===== config.mk =====
export PLATFORM = sky130hd
export DESIGN_NAME = mem_access_unit
export DESIGN_NICKNAME = d
export VERILOG_FILES = /design/src/rtl/mem_access_unit_pkg.sv /design/src/rtl/load_store_align.sv /design/src/rtl/mem_access_unit.sv
export SDC_FILE = /design/constraint.sdc
export NUM_CORES = 1
export LEC_CHECK = 0
export CORE_ASPECT_RATIO = 0.75
export CORE_UTILIZATION = 36
export DETAILED_ROUTE_END_ITERATION = 8
export GPL_TIMING_DRIVEN = 0
export PLACE_DENSITY = 0.83
export SLEW_MARGIN = 20
export SYNTH_ARGS = -nofsm -noshare
export SYNTH_HDL_FRONTEND = slang
export SYNTH_HIERARCHICAL = 1
export SYNTH_SLANG_ARGS = --single-unit
export TNS_END_PERCENT = 5

===== constraint.sdc =====
create_clock -name clk -period 2.3 [get_ports clk]
set_input_delay 0.46 -clock clk [delete_from_list [all_inputs] [get_ports clk]]
set_output_delay 0.46 -clock clk [all_outputs]
set_load 0.005 [all_outputs]

===== src/rtl/mem_access_unit_pkg.sv =====
// rtl/mem_access_unit_pkg.sv - shared encodings for the load/store unit
package mem_access_unit_pkg;

  // Access width encoding on width_i; the reserved code behaves as a word.
  typedef enum logic [1:0] {
    WIDTH_BYTE = 2'b00,
    WIDTH_HALF = 2'b01,
    WIDTH_WORD = 2'b10,
    WIDTH_RSVD = 2'b11
  } width_e;

  // Write-back source select on reg_src_i.
  typedef enum logic [1:0] {
    SRC_ALU  = 2'b00,
    SRC_LOAD = 2'b01,
    SRC_PC   = 2'b10,
    SRC_ZERO = 2'b11
  } reg_src_e;

  // Memory handshake states.
  typedef enum logic [1:0] {
    ST_IDLE = 2'b00,
    ST_WAIT = 2'b01,
    ST_DONE = 2'b10
  } state_e;

endpackage


===== src/rtl/load_store_align.sv =====
// rtl/load_store_align.sv - alignment check, store lane steering, load extraction
module load_store_align
  import mem_access_unit_pkg::*;
#(
  parameter int XLEN = 32
) (
  input  logic [1:0]      i_addr_lo,
  input  logic [XLEN-1:0] i_wdata,
  input  logic [XLEN-1:0] i_rdata,
  input  logic [1:0]      i_width,
  input  logic            i_sign_ext,
  output logic            o_misaligned,
  output logic [3:0]      o_be,
  output logic [XLEN-1:0] o_wdata,
  output logic [XLEN-1:0] o_load_data
);

  logic [XLEN-1:0] w_shifted;

  // Move the addressed lane down to bit 0, then size/extend per access width.
  always_comb begin
    w_shifted    = i_rdata >> {i_addr_lo, 3'b000};
    o_misaligned = 1'b0;
    o_be         = 4'b1111;
    o_wdata      = i_wdata;
    o_load_data  = w_shifted;
    case (i_width)
      WIDTH_BYTE: begin
        o_be        = 4'b0001 << i_addr_lo;
        o_wdata     = {(XLEN/8){i_wdata[7:0]}};
        o_load_data = {{(XLEN-8){i_sign_ext & w_shifted[7]}}, w_shifted[7:0]};
      end
      WIDTH_HALF: begin
        o_misaligned = i_addr_lo[0];
        o_be         = 4'b0011 << {i_addr_lo[1], 1'b0};
        o_wdata      = {(XLEN/16){i_wdata[15:0]}};
        o_load_data  = {{(XLEN-16){i_sign_ext & w_shifted[15]}}, w_shifted[15:0]};
      end
      default: begin
        o_misaligned = |i_addr_lo;
      end
    endcase
    if (o_misaligned) begin
      o_load_data = '0;
    end
  end

endmodule


===== src/rtl/mem_access_unit.sv =====
// rtl/mem_access_unit.sv - MEM stage: memory handshake FSM and write-back select
module mem_access_unit
  import mem_access_unit_pkg::*;
#(
  parameter int XLEN = 32
) (
  input  logic            clk,
  input  logic            rst,
  input  logic [XLEN-1:0] addr_i,
  input  logic [XLEN-1:0] wdata_i,
  input  logic [1:0]      width_i,
  input  logic            sign_ext_i,
  input  logic            mem_read_i,
  input  logic            mem_write_i,
  input  logic [1:0]      reg_src_i,
  input  logic [XLEN-1:0] advance_pc_i,
  input  logic [4:0]      reg_addr_i,
  output logic            mem_req_o,
  output logic            mem_we_o,
  output logic [XLEN-1:0] mem_addr_o,
  output logic [XLEN-1:0] mem_wdata_o,
  output logic [3:0]      mem_be_o,
  input  logic            mem_ack_i,
  input  logic [XLEN-1:0] mem_rdata_i,
  output logic            mem_stall_o,
  output logic [XLEN-1:0] write_back_o,
  output logic [4:0]      write_addr_o,
  output logic            misaligned_o
);

  state_e          r_state;
  state_e          w_next;
  logic [XLEN-1:0] r_rdata;
  logic            w_access;
  logic            w_misaligned;
  logic            w_req;
  logic            w_mis_pulse;
  logic [3:0]      w_be;
  logic [XLEN-1:0] w_wdata;
  logic [XLEN-1:0] w_load_data;

  assign w_access = mem_read_i | mem_write_i;

  load_store_align #(.XLEN(XLEN)) u_align (
    .i_addr_lo    (addr_i[1:0]),
    .i_wdata      (wdata_i),
    .i_rdata      (r_rdata),
    .i_width      (width_i),
    .i_sign_ext   (sign_ext_i),
    .o_misaligned (w_misaligned),
    .o_be         (w_be),
    .o_wdata      (w_wdata),
    .o_load_data  (w_load_data)
  );

  // State register.
  always_ff @(posedge clk or posedge rst) begin
    if (rst) begin
      r_state <= ST_IDLE;
    end else begin
      r_state <= w_next;
    end
  end

  // Capture read data only on the acknowledged WAIT cycle; acks elsewhere are stray.
  always_ff @(posedge clk or posedge rst) begin
    if (rst) begin
      r_rdata <= '0;
    end else if (r_state == ST_WAIT && mem_ack_i) begin
      r_rdata <= mem_rdata_i;
    end
  end

  // Next state and handshake; a misaligned access never leaves IDLE.
  always_comb begin
    w_next      = r_state;
    w_req       = 1'b0;
    w_mis_pulse = 1'b0;
    case (r_state)
      ST_IDLE: begin
        if (w_access) begin
          if (w_misaligned) begin
            w_mis_pulse = 1'b1;
          end else begin
            w_req  = 1'b1;
            w_next = ST_WAIT;
          end
        end
      end
      ST_WAIT: begin
        w_req = 1'b1;
        if (mem_ack_i) begin
          w_next = ST_DONE;
        end
      end
      ST_DONE: begin
        w_next = ST_IDLE;
      end
      default: begin
        w_next = ST_IDLE;
      end
    endcase
  end

  // Outputs are gated by rst so a request drops the instant reset asserts.
  always_comb begin
    mem_req_o    = w_req & ~rst;
    mem_stall_o  = w_req & ~rst;
    mem_we_o     = w_req & ~rst & mem_write_i;
    mem_be_o     = (w_req & ~rst) ? w_be : 4'b0000;
    misaligned_o = w_mis_pulse & ~rst;
    mem_addr_o   = {addr_i[XLEN-1:2], 2'b00};
    mem_wdata_o  = w_wdata;
    write_addr_o = reg_addr_i;
    case (reg_src_i)
      SRC_ALU:  write_back_o = addr_i;
      SRC_LOAD: write_back_o = w_load_data;
      SRC_PC:   write_back_o = advance_pc_i;
      default:  write_back_o = '0;
    endcase
  end

endmodule


==> results.md, run 1 <==
- Total CTS buffers: 5
- Share of cells above drive strength 1: 36.77%
- # H-tree levels: 2
- Ranking of synthesized cells by area: dfrtp_1, mux2i_1, mux2_4, buf_4, mux2_2
- Sequential area share after synthesis: 23.78%
- Max Cap Violations: 0
- Endpoint class of the critical path: primary output
- Layout overhead on the synthesized area: 89.02%
- Number of diodes: 0
- Die area: just over 10000 um2
- Unrepaired setup endpoints after global routing: yes
- Final Critical Period: roughly 2600 ps
- CTS Hold Bufs: 0
- YS warnings: 6
- Core area: 9658 um2
- Status: finished with violations
- Most Crowded Layer GR: met2
- Starting Density: between 30 and 40%
- Synth Register Bits: 34
- Final-report hold violation count: 0
- WL final: 14400 um
- Global-route wire length before repair: 20870 um
- Synthesized cell area: between 3000 and 4000 um2
- FILL cells: 735
- Leak Pwr: between 3 and 4 nW
- Width of the die: 117.1 um
- Slew headroom: a little over half
- CTS tree: built
- CTS Root Cell: clkbuf_16
- PnR worst setup slack: -344.6 ps
- Largest net degree at the start of global routing: 35
- Overall die height: 88.33 um
- Worst VDD drop: 0.0005259 V
- Final HPWL DP: roughly 11000 um
- Critical path data arrival time: ~2200 ps
- Worst setup SP type: register
- Detailed Route Iter0 Violations: 235
- Routed len/inst: between 15 and 20 um
- Worst Tran Pin Value: approximately 700 ps
- Library cells used by synthesis: 34
- Fin. max-slew vios: 0
- Hold Slack: about 520 ps
- Mean Syn Cell Area: roughly 9.0 um2
- Vias/cell: 4.939
- Cells after Synth: 396
- IO Pins: 252
- GR Util met2: between 40 and 50%
- Iteration count of the initial detailed-routing pass: 5
- Most common library cell in the layout ignoring fill and taps: clkdlybuf4s50_1
- PD cells: 621.8 nW/um2
- Max Clk Rate: ~380 MHz
- Antenna-violating nets left: 0
- Initial antenna violation count: 0
- Number of global-route vias before repair: 3728
- Critical path class: reg2out
- GR Util met1: a little under two fifths
- Gr usage total: between 20% and 30%
- Critical-path maximum fanout: 7
- Yosys top cell area share: a little under a quarter
- Area leader, netlist: dfrtp_1
- Clk pin slew, worst setup/hold paths: roughly 50 ps
- Critical Path RT: 1840 ps
- Setup Viol. Count Final: 32
- Placed Area: 6178 um2
- Final nets: a little over 800
- Clock latency at the later pin of the worst-skew pair: between 200 and 300 ps
- Total gr overflow: 0
- DRC viols: 0
- Clock Skew: ~1.8 ps
- Gpl congestion: about 0.9
- Crit share post-route: 115.0%
- Violated checks: negative setup slack
- Sink Count: 34
- Row count: 31
- Met3 Use GR: approximately 3.6%
- Port bufs: ~240
- Worst Hold Class: reg2reg
- Most frequent cells in the layout: clkdlybuf4s50_1, buf_4, nand2_1
- Post-route cell area: about 6800 um2
- Vias: approximately 4000
- CTS Buffer Depth: 2
flip-flops by register name, indices dropped and copies added (netlist names):
name     flops
r_rdata     32
r_state      2
final timing paths:
path                             from                to  slack, ps  depth (start not counted)
hold / removal             r_rdata[2]        r_rdata[2]        520                          1
setup reg to reg           r_state[1]       r_rdata[27]       1020                          3
max in group asynchronous         rst       r_rdata[23]       1130                          2
hold reg to reg            r_rdata[2]        r_rdata[2]        520                          1
setup / recovery           r_rdata[7]  write_back_o[17]       -340                          8
min in group asynchronous         rst       r_rdata[15]        690                          2
routing by layer:
metal	up-vias	share of wire [%]
li1	1900	-
met1	1888	46
met2	152	48
met3	16	5.9
met4	0	0.86
met5	-	0
cell usage after synthesis:
library cell	n
nand2_1	56
buf_4	51
mux2i_1	47
o21ai_0	41
dfrtp_1	34
mux2_4	29
mux2_2	28
o21ai_1	16
nor2_1	12
buf_2	11
a221oi_1	8
clkbuf_1	8
nor3_1	8
a211oi_1	7
and2_1	5
inv_1	5
nor2b_1	5
buf_6	4
o21bai_1	4
nand2b_1	3
a21oi_1	1
a221oi_4	1
a22oi_4	1
and3_1	1
buf_1	1
conb_1	1
mux4_2	1
nand3b_4	1
nor3b_2	1
nor4_1	1
o21ai_2	1
o311a_1	1
or2_2	1
or3_1	1
critical path, stage by stage, from the launching register on:
cell and delay, ps:
dfrtp_1 410, mux4_2 520, a22oi_4 280, buf_4 170, buf_6 80, o21ai_2 60, mux2i_1 140, o21ai_0 90
buf_2 150
layout make-up:
type / instances / area (um2) / share of cell area, %
Buffer: 75 / 613.1 / 9.067
Sequential cell: 34 / 852.1 / 12.60
Inverter: 5 / 21.27 / 0.3146
Tap cell: 132 / 165.2 / 2.443
Clock buffer: 6 / 138.9 / 2.054
Multi-Input combinational cell: 283 / 2459 / 36.36
Timing Repair Buffer: 266 / 2512 / 37.16
kinds of logic (layout without fill, tap and decap cells):
| group | count (synthesis) | after routing | synth area share (%) |
|---|---|---|---|
| simple gates | 95 | 95 | 12.14 |
| flops | 34 | 34 | 23.78 |
| other cells | 1 | 2 | 0.1048 |
| buf+inv | 80 | 352 | 14.97 |
| compound gates | 81 | 81 | 14.24 |
| mux | 105 | 105 | 34.77 |
what timing repair did:
action	4_1_cts	5_1_grt
setup buffers	16	5
pin swaps	8	8
endpoints found under the setup margin	64	49
cloned	2	0
gates resized for setup	224	43
stage by stage:
stage	setup WS [ps]	TNS (ps)	power, mW	std cells	util [%]
3_3_place_gp	-1216	-52500	3.041	772	63.97
3_5_place_dp	-1321	-56630	3.111	772	63.97
5_1_grt	-398.9	-8837	4.393	801	70.01
2_1_floorplan	223.9	0	2.201	397	-
6_report	-344.6	-7028	4.204	801	70.01
4_1_cts	-348.6	-7836	4.070	796	69.08
where the power goes:
group	total [mW]	switching [mW]	internal [mW]
registers	1.24	0.340	0.896
logic	2.33	0.902	1.43
clock network	0.639	0.222	0.417
(Power assumes the default switching activity.)
==> inputs of run 2 (changes only) <==
--- a/config.mk
+++ b/config.mk
@@ -6,10 +6,10 @@
 export NUM_CORES = 1
 export LEC_CHECK = 0
 export CORE_ASPECT_RATIO = 0.75
-export CORE_UTILIZATION = 36
+export CORE_UTILIZATION = 30
 export DETAILED_ROUTE_END_ITERATION = 8
 export GPL_TIMING_DRIVEN = 0
-export PLACE_DENSITY = 0.83
+export PLACE_DENSITY = 0.71
 export SLEW_MARGIN = 20
 export SYNTH_ARGS = -nofsm -noshare
 export SYNTH_HDL_FRONTEND = slang
==> results.md, run 2 (synthesis gave the netlist of run 1 again) <==
- Die area: 12370 um2 (was 10340 um2)
- Iteration count of the initial detailed-routing pass: 4 (was 5)
- Crit share post-route: 113.5% (was 115.0%)
- Most frequent cells in the layout: clkdlybuf4s50_1, buf_4, nand2_1 (unchanged)
- Share of cells above drive strength 1: 37.04% (was 36.77%)
- Crit-path slowest cell: mux4_2 (unchanged)
- Max reg flops: 32 (unchanged)
- Hold Slack: 514.7 ps (was 517.8 ps)
- Detailed Route Iter0 Violations: 197 (was 235)
- Pwr Total: 4.206 mW (was 4.204 mW)
- Sink Count: 34 (unchanged)
- RR Startpoint: r_state[1] (unchanged)
- Largest registers: r_rdata x32, r_state x2 (unchanged)
- Routed len/inst: 17.84 um (was 17.98 um)
- Hold Crit Start: r_rdata[1] (was r_rdata[2])
- Endpoint class of the critical path: primary output (unchanged)
- Vias: 3973 (was 3956)
- # H-tree levels: 2 (unchanged)
- CTS Hold Bufs: 0 (unchanged)
- Most common library cell in the layout ignoring fill and taps: clkdlybuf4s50_1 (unchanged)
- Starting Density: 30.80% (was 37.04%)
- CP Depth: 8 (unchanged)
- Max Cap Violations: 0 (unchanged)
- Width of the die: 128.1 um (was 117.1 um)
- Critical-path maximum fanout: 5 (was 7)
- PnR worst setup slack: -310.4 ps (was -344.6 ps)
- Cell Chain, Critical Path: mux4_2 > a22oi_4 > buf_6 > buf_6 > o21ai_2 > mux2i_1 > o21ai_1 > buf_2 (was mux4_2 > a22oi_4 > buf_4 > buf_6 > o21ai_2 > mux2i_1 > o21ai_0 > buf_2)
- Setup TNS: -5797 ps (was -7028 ps)
- CP peak stage delay: 510 ps (was 520 ps)
- WHS Path Cells: 1 (unchanged)
- Clk pin slew, worst setup/hold paths: 50 ps (about the same)
- Slew headroom: 53.43% (was 53.40%)
- Number of global-route vias before repair: 3900 (was 3728)
- Gpl congestion: 0.8230 (was 0.8833)
- PD cells: 612.5 nW/um2 (was 621.8 nW/um2)
- Vias/cell: 4.747 (was 4.939)
- Worst Tran Pin Value: 697.6 ps (was 698.1 ps)
- Worst setup SP type: register (unchanged)
- Layout overhead on the synthesized area: 91.96% (was 89.02%)
- Initial antenna violation count: 0 (unchanged)
- Clock Skew: 2.402 ps (was 1.838 ps)
- Worst slack at placement: -1366 ps (was -1321 ps)
- Critical path class: reg2out (unchanged)
- Antenna-violating nets left: 0 (unchanged)
- Number of diodes: 0 (unchanged)
- CP delay by family, top: multiplexers (unchanged)
- Critical Path RT: 1840 ps (about the same)
- Fin. max-slew vios: 0 (unchanged)
- Overall die height: 96.57 um (was 88.33 um)
- Final nets: 817 (was 813)
- Critical path data arrival time: 2150 ps (was 2180 ps)
- Buf/Inv on CP: 3 (unchanged)
- Final-report hold violation count: 0 (unchanged)
- Met3 Use GR: 3.910% (was 3.630%)
- Worst Hold Class: reg2reg (unchanged)
- Largest net degree at the start of global routing: 35 (unchanged)
- Final Critical Period: 2610 ps (was 2645 ps)
- Final HPWL DP: 11600 um (was 11170 um)
- FF-to-FF path depth: 3 (unchanged)
- DRC viols: 0 (unchanged)
- Worst path most repeated cell: buf_6
- CTS Root Cell: clkbuf_16 (unchanged)
- Total CTS buffers: 5 (unchanged)
- Core area: 11610 um2 (was 9658 um2)
- Worst R2R End: r_rdata[29] (was r_rdata[27])
- IO Pins: 252 (unchanged)
- Worst VDD drop: 0.0005068 V (was 0.0005259 V)
- Reg2reg setup slack: 1020 ps (about the same)
- Unrepaired setup endpoints after global routing: yes (unchanged)
- Worst Hold Endpoint: r_rdata[1] (was r_rdata[2])
- Status: finished with violations (unchanged)
- Max Clk Rate: 383.1 MHz (was 378.1 MHz)
- GR Util met1: 31.47% (was 37.18%)
- Largest Register: r_rdata (unchanged)
- Most Crowded Layer GR: met2 (unchanged)
- WL final: 14930 um (was 14400 um)
- Gr usage total: 23.08% (was 26.65%)
- Violated checks: negative setup slack (unchanged)
- Port bufs: 243 (unchanged)
- Global-route wire length before repair: 21780 um (was 20870 um)
- Setup Viol. Count Final: 32 (unchanged)
- Leak Pwr: 3.107 nW (was 3.131 nW)
- Clock latency at the later pin of the worst-skew pair: 280 ps (was 270 ps)
- Row count: 34 (was 31)
- Total gr overflow: 0 (unchanged)
- Final Util: 59.13% (was 70.01%)
- CTS Buffer Depth: 2 (unchanged)
- GR Util met2: 38.90% (was 44.59%)
- CTS tree: built (unchanged)
## run 2: layer usage
metal  up-vias  routed length, um
li1       1915                  -
met2       158               7109
met4         0                106
met1      1894               6820
met3         6                894
met5         -                  0
## run 2: power by group
| group | switching (mW) | internal, mW | leakage [nW] |
|---|---|---|---|
| clock network | 0.251 | 0.428 | 0.0729 |
| registers | 0.357 | 0.896 | 0.402 |
| logic | 0.888 | 1.39 | 2.63 |
| total | 1.50 | 2.71 | 3.11 |
## run 2: layout make-up
class / count / area [um2]
buffer: 75 / 610.6
sequential: 34 / 852.1
tap: 162 / 202.7
timing repair buffer: 270 / 2521
multi-input combinational: 283 / 2506
fill: 1023 / 4747
clock inverter: 2 / 12.51
clock buffer: 6 / 138.9
inverter: 5 / 22.52
## run 2: how the worst max path moves through the flow
stage | from | to
after floorplan | addr_i[0] | mem_be_o[0]
after global placement | width_i[1] | write_back_o[13]
after detailed placement | width_i[1] | write_back_o[13]
after CTS | r_rdata[23] | write_back_o[28]
after global routing | r_rdata[23] | write_back_o[29]
final | r_rdata[23] | write_back_o[28]
## run 2: through the flow
step	area, um2	std cells
CTS	6859	834
floorplan	3581	397
global route	6867	837
global placement	6216	802
detailed placement	6216	802
finish	6867	837
## run 2: what timing repair did
action | CTS | global route
setup endpoints to repair | 64 | 54
pin swaps | 10 | 6
gates resized for setup | 242 | 31
buffers inserted | 22 | 3
gates cloned | 2 | 0
